<file path="src/rtl/spike_pushback_collector.sv">
// spike_pushback_collector: buffers pushed-back spikes in a FIFO, counts class-neuron spikes, argmax on inference done
module spike_pushback_collector #(
  parameter int M          = 8,
  parameter int FIFO_DEPTH = 16,
  parameter int N_CLASS    = 10,
  parameter int CLASS_BASE = 246,
  parameter int CNT_W      = 8
) (
  input  logic                          clk_i,
  input  logic                          rst_ni,
  input  logic                          spike_pushback_i,
  input  logic [M-1:0]                  spike_pushback_addr_i,
  input  logic                          inference_done_i,
  input  logic                          clear_i,
  output logic                          rd_valid_o,
  input  logic                          rd_ready_i,
  output logic [M-1:0]                  rd_addr_o,
  output logic [$clog2(FIFO_DEPTH):0]   fifo_count_o,
  output logic                          overflow_o,
  output logic [N_CLASS*CNT_W-1:0]      class_cnt_o,
  output logic [$clog2(N_CLASS)-1:0]    winner_o,
  output logic                          winner_valid_o
);
  localparam int AW = $clog2(FIFO_DEPTH);
  localparam int CW = $clog2(N_CLASS);
  typedef enum logic [1:0] {COLLECT, ARGMAX, DONE} state_t;
  state_t state_q, state_d;
  logic [M-1:0] mem_q [FIFO_DEPTH];
  logic [AW-1:0] wr_q, wr_d, rd_q, rd_d;
  logic [AW:0] cnt_q, cnt_d;
  logic ovf_q, ovf_d;
  logic [CNT_W-1:0] cls_q [N_CLASS];
  logic [CNT_W-1:0] cls_d [N_CLASS];
  logic [CW-1:0] scan_q, scan_d, best_q, best_d;
  logic [CNT_W-1:0] best_cnt_q, best_cnt_d;
  logic full, pop, push, drop, hit;
  logic [M:0] off;
  always_comb begin
    full = cnt_q == (AW+1)'(FIFO_DEPTH);
    pop = cnt_q != '0 && rd_ready_i;
    push = spike_pushback_i && (!full || pop);
    drop = spike_pushback_i && full && !pop;
    // one extra bit so indices below CLASS_BASE wrap to large offsets
    off = {1'b0, spike_pushback_addr_i} - (M+1)'(CLASS_BASE);
    hit = spike_pushback_i && state_q == COLLECT && off < (M+1)'(N_CLASS);
    wr_d = clear_i ? '0 : wr_q + AW'(push);
    rd_d = clear_i ? '0 : rd_q + AW'(pop);
    cnt_d = clear_i ? '0 : cnt_q + (AW+1)'(push) - (AW+1)'(pop);
    ovf_d = !clear_i && (ovf_q || drop);
    for (int k = 0; k < N_CLASS; k++)
      cls_d[k] = clear_i ? '0 : cls_q[k] + CNT_W'(hit && off == (M+1)'(k) && cls_q[k] != '1);
    state_d = state_q;
    scan_d = scan_q;
    best_d = best_q;
    best_cnt_d = best_cnt_q;
    if (clear_i) begin
      state_d = COLLECT;
      scan_d = '0;
      best_d = '0;
      best_cnt_d = '0;
    end else if (state_q == COLLECT && inference_done_i) begin
      state_d = ARGMAX;
      scan_d = '0;
      best_d = '0;
      best_cnt_d = '0;
    end else if (state_q == ARGMAX) begin
      if (cls_q[scan_q] > best_cnt_q) begin
        best_d = scan_q;
        best_cnt_d = cls_q[scan_q];
      end
      scan_d = scan_q + 1'b1;
      state_d = scan_q == CW'(N_CLASS-1) ? DONE : ARGMAX;
    end
  end
  always_ff @(posedge clk_i or negedge rst_ni) begin
    if (!rst_ni) begin
      state_q <= COLLECT;
      wr_q <= '0;
      rd_q <= '0;
      cnt_q <= '0;
      ovf_q <= 1'b0;
      scan_q <= '0;
      best_q <= '0;
      best_cnt_q <= '0;
      for (int k = 0; k < N_CLASS; k++) cls_q[k] <= '0;
    end else begin
      state_q <= state_d;
      wr_q <= wr_d;
      rd_q <= rd_d;
      cnt_q <= cnt_d;
      ovf_q <= ovf_d;
      scan_q <= scan_d;
      best_q <= best_d;
      best_cnt_q <= best_cnt_d;
      for (int k = 0; k < N_CLASS; k++) cls_q[k] <= cls_d[k];
    end
  end
  always_ff @(posedge clk_i) if (push) mem_q[wr_q] <= spike_pushback_addr_i;
  assign rd_valid_o = cnt_q != '0;
  assign rd_addr_o = rd_valid_o ? mem_q[rd_q] : '0;
  assign fifo_count_o = cnt_q;
  assign overflow_o = ovf_q;
  assign winner_valid_o = state_q == DONE;
  assign winner_o = winner_valid_o ? best_q : '0;
  for (genvar g = 0; g < N_CLASS; g++) begin : g_cnt
    assign class_cnt_o[g*CNT_W +: CNT_W] = cls_q[g];
  end
endmodule

</file>
<file path="config.mk">
export PLATFORM = sky130hd
export DESIGN_NAME = spike_pushback_collector
export DESIGN_NICKNAME = d
export VERILOG_FILES = /design/src/rtl/spike_pushback_collector.sv
export SDC_FILE = /design/constraint.sdc
export NUM_CORES = 1
export LEC_CHECK = 0
export ABC_AREA = 1
export BUFFER_PORTS_ARGS = -buffer_cell sky130_fd_sc_hd__buf_4
export CELL_PAD_IN_SITES_DETAIL_PLACEMENT = 0
export CELL_PAD_IN_SITES_GLOBAL_PLACEMENT = 1
export CORE_UTILIZATION = 41
export CTS_CLUSTER_DIAMETER = 60
export DETAILED_ROUTE_END_ITERATION = 10
export GPL_TIMING_DRIVEN = 0
export PLACE_DENSITY = 0.86
export SYNTH_ARGS = -nofsm -noshare
export SYNTH_HDL_FRONTEND = slang
export SYNTH_SLANG_ARGS = --single-unit
</file>
<file path="constraint.sdc">
create_clock -name clk_i -period 2.7 [get_ports clk_i]
set_clock_uncertainty 0.1 [all_clocks]
set_input_delay 0.135 -clock clk_i [delete_from_list [all_inputs] [get_ports clk_i]]
set_output_delay 0.135 -clock clk_i [all_outputs]
set_load 0.05 [all_outputs]
</file>
==> results of run 1 <==
-- final cells by class --
class	instances	area, µm²	area share, %
flip-flops and latches	240	6650	44.4
plain buffers	51	375	2.50
clock inverters	17	168	1.12
multi-input cells	933	4810	32.1
well taps	384	480	3.20
inverters	149	569	3.80
repair buffers	149	1240	8.29
clock buffers	33	698	4.65
-- layer usage --
metal	share of wire, %	GRT usage [%]	vias up
li1	-	-	4899
met1	43	30.8	4923
met2	48	37.7	357
met3	6.0	3.16	77
met4	3.2	8.63	0
met5	0	0	-
-- worst paths after layout --
path | start | end | slack [ns]
worst max-delay path | scan_q[0]$_DFFE_PN0P_ | best_q[2]$_DFFE_PN0P_ | 0.05
worst min-delay path | rst_ni | class_cnt_o[74]$_DFF_PN0_ | 0.01
worst max register to register | scan_q[0]$_DFFE_PN0P_ | best_q[2]$_DFFE_PN0P_ | 0.05
worst min register to register | best_cnt_q[3]$_DFFE_PN0P_ | best_cnt_q[3]$_DFFE_PN0P_ | 0.41
max in group asynchronous | rst_ni | fifo_count_o[3]$_DFF_PN0_ | 2.01
min in group clk_i | spike_pushback_addr_i[3] | mem_q[7][3]$_DFFE_PP_ | 0.06
-- cell families after synthesis --
family          Yosys count  synth area share, %
compound gates          116                 5.13
xor+xnor                  6                0.435
fa+ha+maj                43                 4.52
buf+inv                 200                 7.45
flops                   240                 55.0
simple gates            767                 27.4
-- worst max-delay path, stage by stage, from the launching register on --
cell      delay, ns
dfrtp_2        0.44
buf_6          0.16
buf_8          0.13
o211ai_1       0.21
nand3_2        0.15
nand3_1        0.12
nand2_1        0.12
ha_1           0.29
nand2_1        0.07
nor2_2         0.12
nand2_1        0.07
nand2_1        0.07
nand2_2        0.10
nor2_4         0.17
buf_6          0.14
nand2_2        0.06
nand2_2        0.06
-- synth_stat cells, drive strengths merged (4+ instances only) --
cell type	count
nand2	384
nand3	183
inv	147
nor2	131
edfxtp	128
dfrtp	112
a21oi	56
nor3	55
o21ai	46
ha	42
buf	39
clkbuf	12
nand4	9
o211ai	5
a211oi	4
xor2	4
-- power breakdown --
part | switching [mW] | internal [mW] | total [mW]
clock network | 1.49 | 2.13 | 3.62
registers | 0.0745 | 3.97 | 4.05
logic | 1.98 | 0.973 | 2.96
-- per-stage QoR --
step / instances / TNS, ns / worst slack, ns / cell area [µm²] / hold WS, ns
6_report: 1956 / 0 / 0.0505 / 15000 / 0.0103
5_1_grt: 1956 / -0.264 / -0.0910 / 15000 / 0.0222
4_1_cts: 1937 / 0 / 0.0106 / 14500 / 0.00711
3_5_place_dp: 1869 / -0.633 / -0.185 / 13500 / -0.0528
3_3_place_gp: 1868 / -0.298 / -0.142 / 13400 / 0.308
2_1_floorplan: 1372 / -0.316 / -0.253 / 12100 / -0.261
-- timing repair --
action / 4_1_cts / 5_1_grt
endpoints found under the setup margin: 2 / 36
setup buffers: 2 / 14
cloned: 0 / 4
pin swaps: 2 / 28
endpoints found under the hold margin: 256 / 6
resized for setup: 4 / 82
hold buffers: 16 / 1
-- sequential cells by signal (all words and copies together), names as in the netlist --
| register | count |
|---|---|
| mem_q | 128 |
| best_q | 4 |
| scan_q | 4 |
| rd_q | 4 |
| wr_q | 4 |
| fifo_count_o | 5 |
| best_cnt_q | 8 |
| state_q | 2 |
| overflow_o | 1 |
| class_cnt_o | 80 |
==> results.md, run 1 <==
- Initial antenna violation count: 0
- CP endpoint kind: flip-flop
- Fraction of layout cells with a size suffix above 1: between 10% and 20%
- IO buf count: approximately 110
- First-pass GRT wire length: 54.0 mm
- Endpoints failing hold: 0
- Post-synth EDFFs: about 130
- Final setup vio count: 0
- Synthesis-to-layout area growth: 24.2%
- Synth async-reset ratio: a little under half
- Num ports: approximately 110
- GRT Util Overall: about 23%
- Peak Freq: between 300 and 400 MHz
- CTS H-tree lvls: 1
- Maximum capacitance violations: 0
- Wire length per cell: around 18 µm
- GRT overflow: 0
- Largest net degree at the start of global routing: slightly above 80
- Critical-path maximum fanout: 6
- WP data required: approximately 3.1 ns
- CTS Sinks: 240
- Die H: roughly 170 µm
- Antenna-violating nets left: 0
- Post-synth top area share: 31.8%
- Total Wirelength: ~35 mm
- DR DRC count: 0
- Synthesized area: around 12000 µm²
- Die area: 30100 µm²
- Largest area contributor in the netlist: edfxtp_1
- Clk slew on worst S/H paths: around 0.060 ns
- Syn Area/Cell: between 8 and 9 µm²
- WP data arrival: 3.02 ns
- Status: finished, final reports clean
- CTS max path bufs: 3
- Area contributors post-synth: edfxtp_1, dfrtp_1, nand2_1, nand3_1, inv_1
- Clock Latency Late Sink: 0.54 ns
- TritonCTS clock tree: built
- Row Count: between 60 and 70
- Routed vias/inst: between 5 and 6
- FILL cells: approximately 2700
- Reg2Reg Depth: 16
- WS Path Type: flip-flop to flip-flop
- Fin crit share: between 90% and 100%
- Most common flop cell mapped by yosys: edfxtp_1
- Nets: 1608
- RePlAce Congestion: around 0.90
- Relative slew slack: 43.1%
- Post-synth cell types: 42
- Width of the die: 174 µm
- Vias in the first global route: between 9000 and 10000
- Final Util: between 50% and 60%
- DR vias: 10300
- Sequential share of the synthesized area: about 55%
- Leakage: between 6 and 7 nW
- P per Cell Area: roughly 700 nW/µm²
- Commonest non-fill, non-tap cells in the layout: nand2_1, nand3_1, inv_1
- Num CTS Buffers: 27
- Core area: 28900 µm²
- YS warnings: 0
- Min cycle time layout: about 2.6 ns
- Starting Density: 41.8%
- Post-DP HPWL: about 24 mm
- Gate Count Post-Synth: 1372
- Seq cells post-synth: 240
- Total power: 10.6 mW
- Worst setup SP type: flip-flop
- CTS Root Cell: clkbuf_16
- Commonest non-fill, non-tap cell in the layout: nand2_1
- Syn_nets: around 1400
- Worst-Margin Slew: 0.851 ns
- Router iterations before antenna repair: 5
- RSZ-0062 raised after global routing: yes
- Max Transition Viols Final: 0
- Detailed Route Iter0 Violations: about 740
- Hold WC Path Type: input port to asynchronous set/reset pin
- N_diodes: 0
- Peak VDD IR: about 0.00042 V
No activity file was read; power rests on OpenSTA's default activity.
==> run 2: changes to the inputs <==
--- a/config.mk
+++ b/config.mk
@@ -9,11 +9,11 @@
 export BUFFER_PORTS_ARGS = -buffer_cell sky130_fd_sc_hd__buf_4
 export CELL_PAD_IN_SITES_DETAIL_PLACEMENT = 0
 export CELL_PAD_IN_SITES_GLOBAL_PLACEMENT = 1
-export CORE_UTILIZATION = 41
+export CORE_UTILIZATION = 46
 export CTS_CLUSTER_DIAMETER = 60
 export DETAILED_ROUTE_END_ITERATION = 10
 export GPL_TIMING_DRIVEN = 0
-export PLACE_DENSITY = 0.86
+export PLACE_DENSITY = 0.91
 export SYNTH_ARGS = -nofsm -noshare
 export SYNTH_HDL_FRONTEND = slang
 export SYNTH_SLANG_ARGS = --single-unit
==> constraint.sdc (replaced) <==
create_clock -name clk_i -period 2.9 [get_ports clk_i]
set_clock_uncertainty 0.1 [all_clocks]
set_input_delay 0.435 -clock clk_i [delete_from_list [all_inputs] [get_ports clk_i]]
set_output_delay 0.435 -clock clk_i [all_outputs]
set_load 0.05 [all_outputs]
==> run 2 against run 1 <==
- routed wire length is 6.8% lower
- global-route usage is 1.7 points higher
- cell count is 4.7% lower
- non-clock buffer count is 34 lower
- via count is 3.8% lower
- first-iteration DRC count is 0.41% lower
- cell area is 4.7% lower
- clock-buffer cell count stayed put
- sequential power is 6.9% lower
- die area is 11% lower
- power is 8.9% lower
- sequential share of layout area is 2.2 points higher
- critical endpoint is now rd_addr_o[1]
- highest routed layer unchanged
==> results.md, run 2 (synthesis results as in run 1) <==
- CTS H-tree lvls: 1 (unchanged)
- Setup crit end: rd_addr_o[1]
- Peak VDD IR: 0.00117 V (+180%)
- Starting Density: 47.4% (+5.6 points)
- CTS Root Cell: clkbuf_16
- Nets: 1572 (-2.2%)
- Row Count: 58 (-6.5%)
- Commonest non-fill, non-tap cells in the layout: nand2_1, nand3_1, inv_1
- RSZ-0062 raised after global routing: no
- Flop-to-flop setup slack: 0.20 ns (+0.15 ns)
- Max reg flops: 128 (unchanged)
- Clock Latency Late Sink: 0.56 ns (+0.02 ns)
- Detailed Route Iter0 Violations: 734 (-0.41%)
- Worst setup SP type: flip-flop
- Comb pwr share: 26.5% (-1.4 points)
- Reg2Reg Depth: 18 (+2)
- Hold WC Path Type: input port to flip-flop
- Final hold slack: 0.0467 ns (+0.0364 ns)
- R2R Path End: best_q[1]$_DFFE_PN0P_
- Width of the die: 164 µm (-5.5%)
- Commonest non-fill, non-tap cell in the layout: nand2_1
- RePlAce Congestion: 0.907 (+0.83%)
- Status: finished, final reports clean
- Worst Setup SP: rd_q[1]$_DFF_PN0_
- GRT overflow: 0 (unchanged)
- Num ports: 114 (unchanged)
- Leakage: 6.29 nW (-4.2%)
- Internal power: 6.43 mW (-9.0%)
- Post-DP HPWL: 23.4 mm (-3.0%)
- GRT Util Overall: 24.6% (+1.7 points)
- Endpoints failing hold: 0 (unchanged)
- Clk slew on worst S/H paths: 0.06 ns (about the same)
- Max Transition Viols Final: 0 (unchanged)
- Clk pwr share: 34.6% (+0.6 points)
- DR vias: 9862 (-3.8%)
- Min cycle time layout: about 2.8 ns
- CTS Sinks: 240 (unchanged)
- N_diodes: 0 (unchanged)
- Peak Freq: ~360 MHz
- First-pass GRT wire length: 50.6 mm (-6.4%)
- WP data required: 2.37 ns (-0.70 ns)
- Final Util: 56.1% (+4.2 points)
- Hold path depth: 3
- Relative slew slack: 37.1% (-6.0 points)
- Final setup vio count: 0 (unchanged)
- CTS max path bufs: 3 (unchanged)
- P per Cell Area: 676 nW/µm² (-4.5%)
- Fin crit share: a little over nine tenths
- Initial antenna violation count: 0 (unchanged)
- Worst-Margin Slew: 0.940 ns (+0.0895 ns)
- WS Path Type: flip-flop to output pin
- Num CTS Buffers: 26 (-3.7%)
- Core area: 25500 µm² (-12%)
- Net Switching: 3.24 mW (-8.7%)
- Synthesis-to-layout area growth: 18.4%
- Reg with most FFs: mem_q
- IO buf count: 112 (unchanged)
- CP endpoint kind: output pin
- Flop pwr share: 38.9% (+0.8 points)
- Maximum capacitance violations: 0 (unchanged)
- Fraction of layout cells with a size suffix above 1: 15.4% (-3.6 points)
- Wire length per cell: 17.4 µm (-2.2%)
- Die area: 26900 µm² (-11%)
- TritonCTS clock tree: built
- DR DRC count: 0 (unchanged)
- Vias in the first global route: 9366 (-3.8%)
- Largest net degree at the start of global routing: 77 (-7.2%)
- WP data arrival: 2.26 ns (-0.76 ns)
- Router iterations before antenna repair: 7 (+2)
- Reg-to-reg startpoint: scan_q[0]$_DFFE_PN0P_
- FILL cells: 2270 (-16%)
- Critical-path maximum fanout: 10 (+4)
- Switching Share: 33.5% (+0.070 points)
- Die H: 164 µm (-5.5%)
- Routed vias/inst: 5.29 (+0.85%)
- Total Wirelength: 32.5 mm (-6.8%)
- Antenna-violating nets left: 0 (unchanged)
-- run 2: cell count changes in the layout (fill, tap and decap cells not counted), sizes merged --
cell / previous run / this run
buf: 165 / 149
clkbuf: 52 / 49
clkinv: 11 / 12
clkinvlp: 4 / 3
dlygate4sd3: 15 / 1
dlymetal6s4s: 1 / 0
inv: 148 / 146
nand2: 385 / 384
-- run 2: area by class of cell --
type / instances / area (µm²) / share of cell area, %
Buffer: 51 / 358 / 2.50
Clock buffer: 33 / 687 / 4.80
Clock inverter: 15 / 183 / 1.28
Inverter: 149 / 568 / 3.97
Multi-Input combinational cell: 932 / 4550 / 31.8
Sequential cell: 240 / 6650 / 46.5
Tap cell: 330 / 413 / 2.89
Timing Repair Buffer: 115 / 890 / 6.22
-- run 2: worst min-delay path by stage --
stage / end / slack (ns) / startpoint
2_1_floorplan: best_cnt_q[0]$_DFFE_PN0P_ / 0.04 / rst_ni
3_3_place_gp: best_cnt_q[5]$_DFFE_PN0P_ / 0.39 / best_cnt_q[5]$_DFFE_PN0P_
3_5_place_dp: best_q[1]$_DFFE_PN0P_ / 0.26 / rst_ni
4_1_cts: overflow_o$_DFF_PN0_ / 0.04 / spike_pushback_i
5_1_grt: overflow_o$_DFF_PN0_ / 0.04 / spike_pushback_i
6_report: overflow_o$_DFF_PN0_ / 0.05 / spike_pushback_i
-- run 2: timing repair --
| action | 4_1_cts | 5_1_grt |
|---|---|---|
| buffers inserted | 0 | 1 |
| pin swaps | 0 | 1 |
| gates resized for setup | 1 | 16 |
| setup endpoints to repair | 2 | 17 |
| hold buffers | 1 | 0 |
| hold endpoints to repair | 36 | 0 |
| gates cloned | 0 | 0 |
-- run 2: worst max-delay path, stage by stage, from the launching register on --
cell     delay (ns)
dfrtp_1        0.34
buf_2          0.18
inv_1          0.12
buf_2          0.21
nand3_1        0.14
nand3_1        0.16
nand2_1        0.09
nand2_1        0.05
a21oi_1        0.19
buf_4          0.23
-- run 2: layer usage --
layer / track usage, % / wire [µm] / share of wire, % / vias up
met1: 32.8 / 13900 / 43 / 4634
met4: 10.6 / 1200 / 3.7 / 0
met3: 3.76 / 2130 / 6.6 / 60
li1: - / - / - / 4822
met5: 0 / 0 / 0 / -
met2: 40.0 / 15200 / 47 / 346
-- run 2: power groups by stage --
stage               logic, mW  registers (mW)  clock network [mW]
floorplan                1.62            3.93                   0
global placement         2.46            3.83                   0
detailed placement       2.51            3.83                   0
CTS                      2.52            3.76                3.38
global route             2.79            3.77                3.52
finish                   2.56            3.77                3.34
-- run 2: stage by stage --
stage	setup WS [ns]	cells	area [µm²]	total power, mW	setup TNS [ns]
finish	0.101	1865	14300	9.67	0
global route	0.00854	1865	14300	10.1	0
CTS	0.00557	1864	14300	9.66	0
detailed placement	-0.233	1815	13400	6.34	-1.50
global placement	-0.203	1814	13300	6.28	-0.631
floorplan	-0.0792	1372	12100	5.55	-0.0792
==> run 3: changes to the inputs <==
--- a/config.mk
+++ b/config.mk
@@ -7,9 +7,7 @@
 export LEC_CHECK = 0
 export ABC_AREA = 1
 export BUFFER_PORTS_ARGS = -buffer_cell sky130_fd_sc_hd__buf_4
-export CELL_PAD_IN_SITES_DETAIL_PLACEMENT = 0
-export CELL_PAD_IN_SITES_GLOBAL_PLACEMENT = 1
-export CORE_UTILIZATION = 46
+export CORE_UTILIZATION = 60
 export CTS_CLUSTER_DIAMETER = 60
 export DETAILED_ROUTE_END_ITERATION = 10
 export GPL_TIMING_DRIVEN = 0
==> run 3 against run 2 <==
- first-iteration DRC count up 84%
- worst setup slack worse by 0.014 ns
- maximum frequency down 0.51%
- non-clock buffer count unchanged
- sequential power about the same
- cell area down 0.56%
- clock-buffer cell count up 5
- power up 0.61%
- utilization up 16 points
- critical endpoint is now rd_addr_o[5]
- highest routed layer unchanged
==> results.md, run 3 (synthesis results as in run 1) <==
- Largest net degree at the start of global routing: 75 (-2.6%)
- Num CTS Buffers: 26 (unchanged)
- Max Transition Viols Final: 0 (unchanged)
- Setup TNS: 0 ns (unchanged)
- Cell Chain, Critical Path: inv_4, clkbuf_4, nand2_1, nand3_1, nand3_1, nand2_1, nand2_1, a21oi_1, buf_4
- Total Wirelength: 34.6 mm (+6.4%)
- Nets: 1572 (unchanged)
- Internal power: 6.48 mW (+0.76%)
- Final setup vio count: 0 (unchanged)
- Fraction of layout cells with a size suffix above 1: 15.4% (+0.065 points)
- Num ports: 114 (unchanged)
- CP max-delay cell: dfrtp_2
- Initial antenna violation count: 0 (unchanged)
- Critical-path maximum fanout: 10 (unchanged)
- Commonest non-fill, non-tap cell in the layout: nand2_1
- CP endpoint kind: output pin
- CTS max path bufs: 3 (unchanged)
- Cell Area, Placed: 13300 µm² (-0.61%)
- P per Cell Area: 684 nW/µm² (+1.2%)
- Fin crit share: 97.0% (+0.49 points)
- Die area: 20700 µm² (-23%)
- Buf/Inv on CP: 3 (-1)
- Routed vias/inst: 6.00 (+13%)
- TritonCTS clock tree: built
- First-pass GRT wire length: 53.2 mm (+5.2%)
- Max reg flops: 128 (unchanged)
- N_diodes: 0 (unchanged)
- Clock Latency Late Sink: 0.54 ns (-0.02 ns)
- Design Area, Final: 14200 µm² (-0.56%)
- Clk pwr share: 34.7% (about the same)
- Leakage: 6.31 nW (+0.29%)
- Final Util: 72.6% (+16 points)
- WP data arrival: 2.28 ns (+0.02 ns)
- Final hold slack: 0.119 ns (+0.0723 ns)
- Worst path top cell family by delay: buffers and inverters
- CTS H-tree lvls: 1 (unchanged)
- Hold WC Path Type: input port to flip-flop
- DP Worst Slack: -0.0864 ns (+0.146 ns)
- Core area: 19600 µm² (-23%)
- Commonest non-fill, non-tap cells in the layout: nand2_1, nand3_1, inv_1
- Post-DP HPWL: 23.4 mm (about the same)
- Peak Freq: 355 MHz (-0.51%)
- Detailed Route Iter0 Violations: 1351 (+84%)
- Comb pwr share: 26.6% (about the same)
- Starting Density: 61.6% (+14 points)
- CTS Root Cell: clkbuf_16
- DR DRC count: 0 (unchanged)
- Synthesis-to-layout area growth: 17.8%
- Width of the die: 144 µm (-12%)
- Clk slew on worst S/H paths: 0.06 ns (about the same)
- RSZ-0062 raised after global routing: no
- Relative slew slack: 44.8% (+7.7 points)
- Reg with most FFs: mem_q
- Vias in the first global route: 10100 (+7.5%)
- WS Path Type: flip-flop to output pin
- Final worst slack: 0.0870 ns (-0.0142 ns)
- Wire length per cell: 19.2 µm (+10%)
- Die H: 144 µm (-12%)
- Min cycle time layout: 2.81 ns (+0.0142 ns)
- Worst setup SP type: flip-flop
- Antenna-violating nets left: 0 (unchanged)
- CTS Sinks: 240 (unchanged)
- Net Switching: 3.25 mW (+0.33%)
- Flop pwr share: 38.8% (about the same)
- GRT Util Overall: 34.0% (+9.4 points)
- Status: finished, final reports clean
- Worst-Margin Slew: 0.825 ns (-0.115 ns)
- Endpoints failing hold: 0 (unchanged)
- Slowest stage delay, CP: 0.45 ns (+0.11 ns)
- DR vias: 10800 (+9.5%)
- IO buf count: 112 (unchanged)
- GRT overflow: 0 (unchanged)
- Row Count: 51 (-12%)
- Switching Share: 33.4% (-0.094 points)
- Peak VDD IR: 0.000447 V (-62%)
- Maximum capacitance violations: 0 (unchanged)
- Router iterations before antenna repair: 6 (-1)
- RePlAce Congestion: 0.982 (+8.3%)
- CP most frequent cell: nand2_1
- WP data required: 2.37 ns (about the same)
## run 3: cell count changes in the layout (fill, tap and decap cells not counted), moves of 2 or more
cell and delta:
clkbuf_4 -2, a21oi_1 +2, nand3_1 -2, clkinv_1 -2, clkinv_4 -2, clkbuf_1 +3, nand3_2 +2, clkinvlp_4 -2
a21oi_2 -2, clkbuf_8 +2
## run 3: timing repair
item,4_1_cts,5_1_grt
resized for setup,0,19
setup buffers,1,0
endpoints found under the setup margin,1,18
hold buffers,1,0
hold endpoints to repair,38,0
pin swaps,1,0
gates cloned,0,0
## run 3: stage by stage
step                      power (mW)  std cells
final                           9.73       1800
after global routing            10.1       1800
after CTS                       9.66       1800
after detailed placement        6.30       1750
after global placement          6.20       1749
after floorplan                 5.55       1372
## run 3: final cells by class
cell class | count | area (µm²)
flip-flops and latches | 240 | 6650
repair buffers | 115 | 890
multi-input cells | 932 | 4560
fillers | 1354 | 5370
well taps | 265 | 332
clock buffers | 38 | 726
plain buffers | 51 | 355
inverters | 149 | 566
clock inverters | 10 | 140
## run 3: worst paths after layout
check / startpoint / end / slack, ns / depth (start not counted)
max: rd_q[0]$_DFF_PN0_ / rd_addr_o[5] / 0.09 / 9
min: clear_i / scan_q[2]$_DFFE_PN0P_ / 0.12 / 4
max reg2reg: scan_q[0]$_DFFE_PN0P_ / best_cnt_q[2]$_DFFE_PN0P_ / 0.10 / 19
min reg2reg: best_cnt_q[6]$_DFFE_PN0P_ / best_cnt_q[6]$_DFFE_PN0P_ / 0.40 / 2
max in group asynchronous: rst_ni / fifo_count_o[2]$_DFF_PN0_ / 1.66 / 3
min in group asynchronous: rst_ni / rd_q[3]$_DFF_PN0_ / 0.29 / 2
## run 3: tightest hold or removal path: stages
cell and delay, ns:
buf_6 0.12, nor2_8 0.06, nand2_1 0.05, a21oi_1 0.04
## run 3: per-layer routing
metal	vias up	global-route usage, %	part of all wire [%]
met5	-	0	0
met4	0	17.0	5.1
met3	159	5.86	12
met2	828	55.4	47
met1	4995	44.0	36
li1	4814	-	-
## run 3: power by group through the flow
stage	clock, mW	combinational, mW	sequential, mW
final	3.37	2.58	3.77
after detailed placement	0	2.47	3.83
after CTS	3.37	2.52	3.77
after floorplan	0	1.62	3.93
after global routing	3.50	2.78	3.78
after global placement	0	2.37	3.82
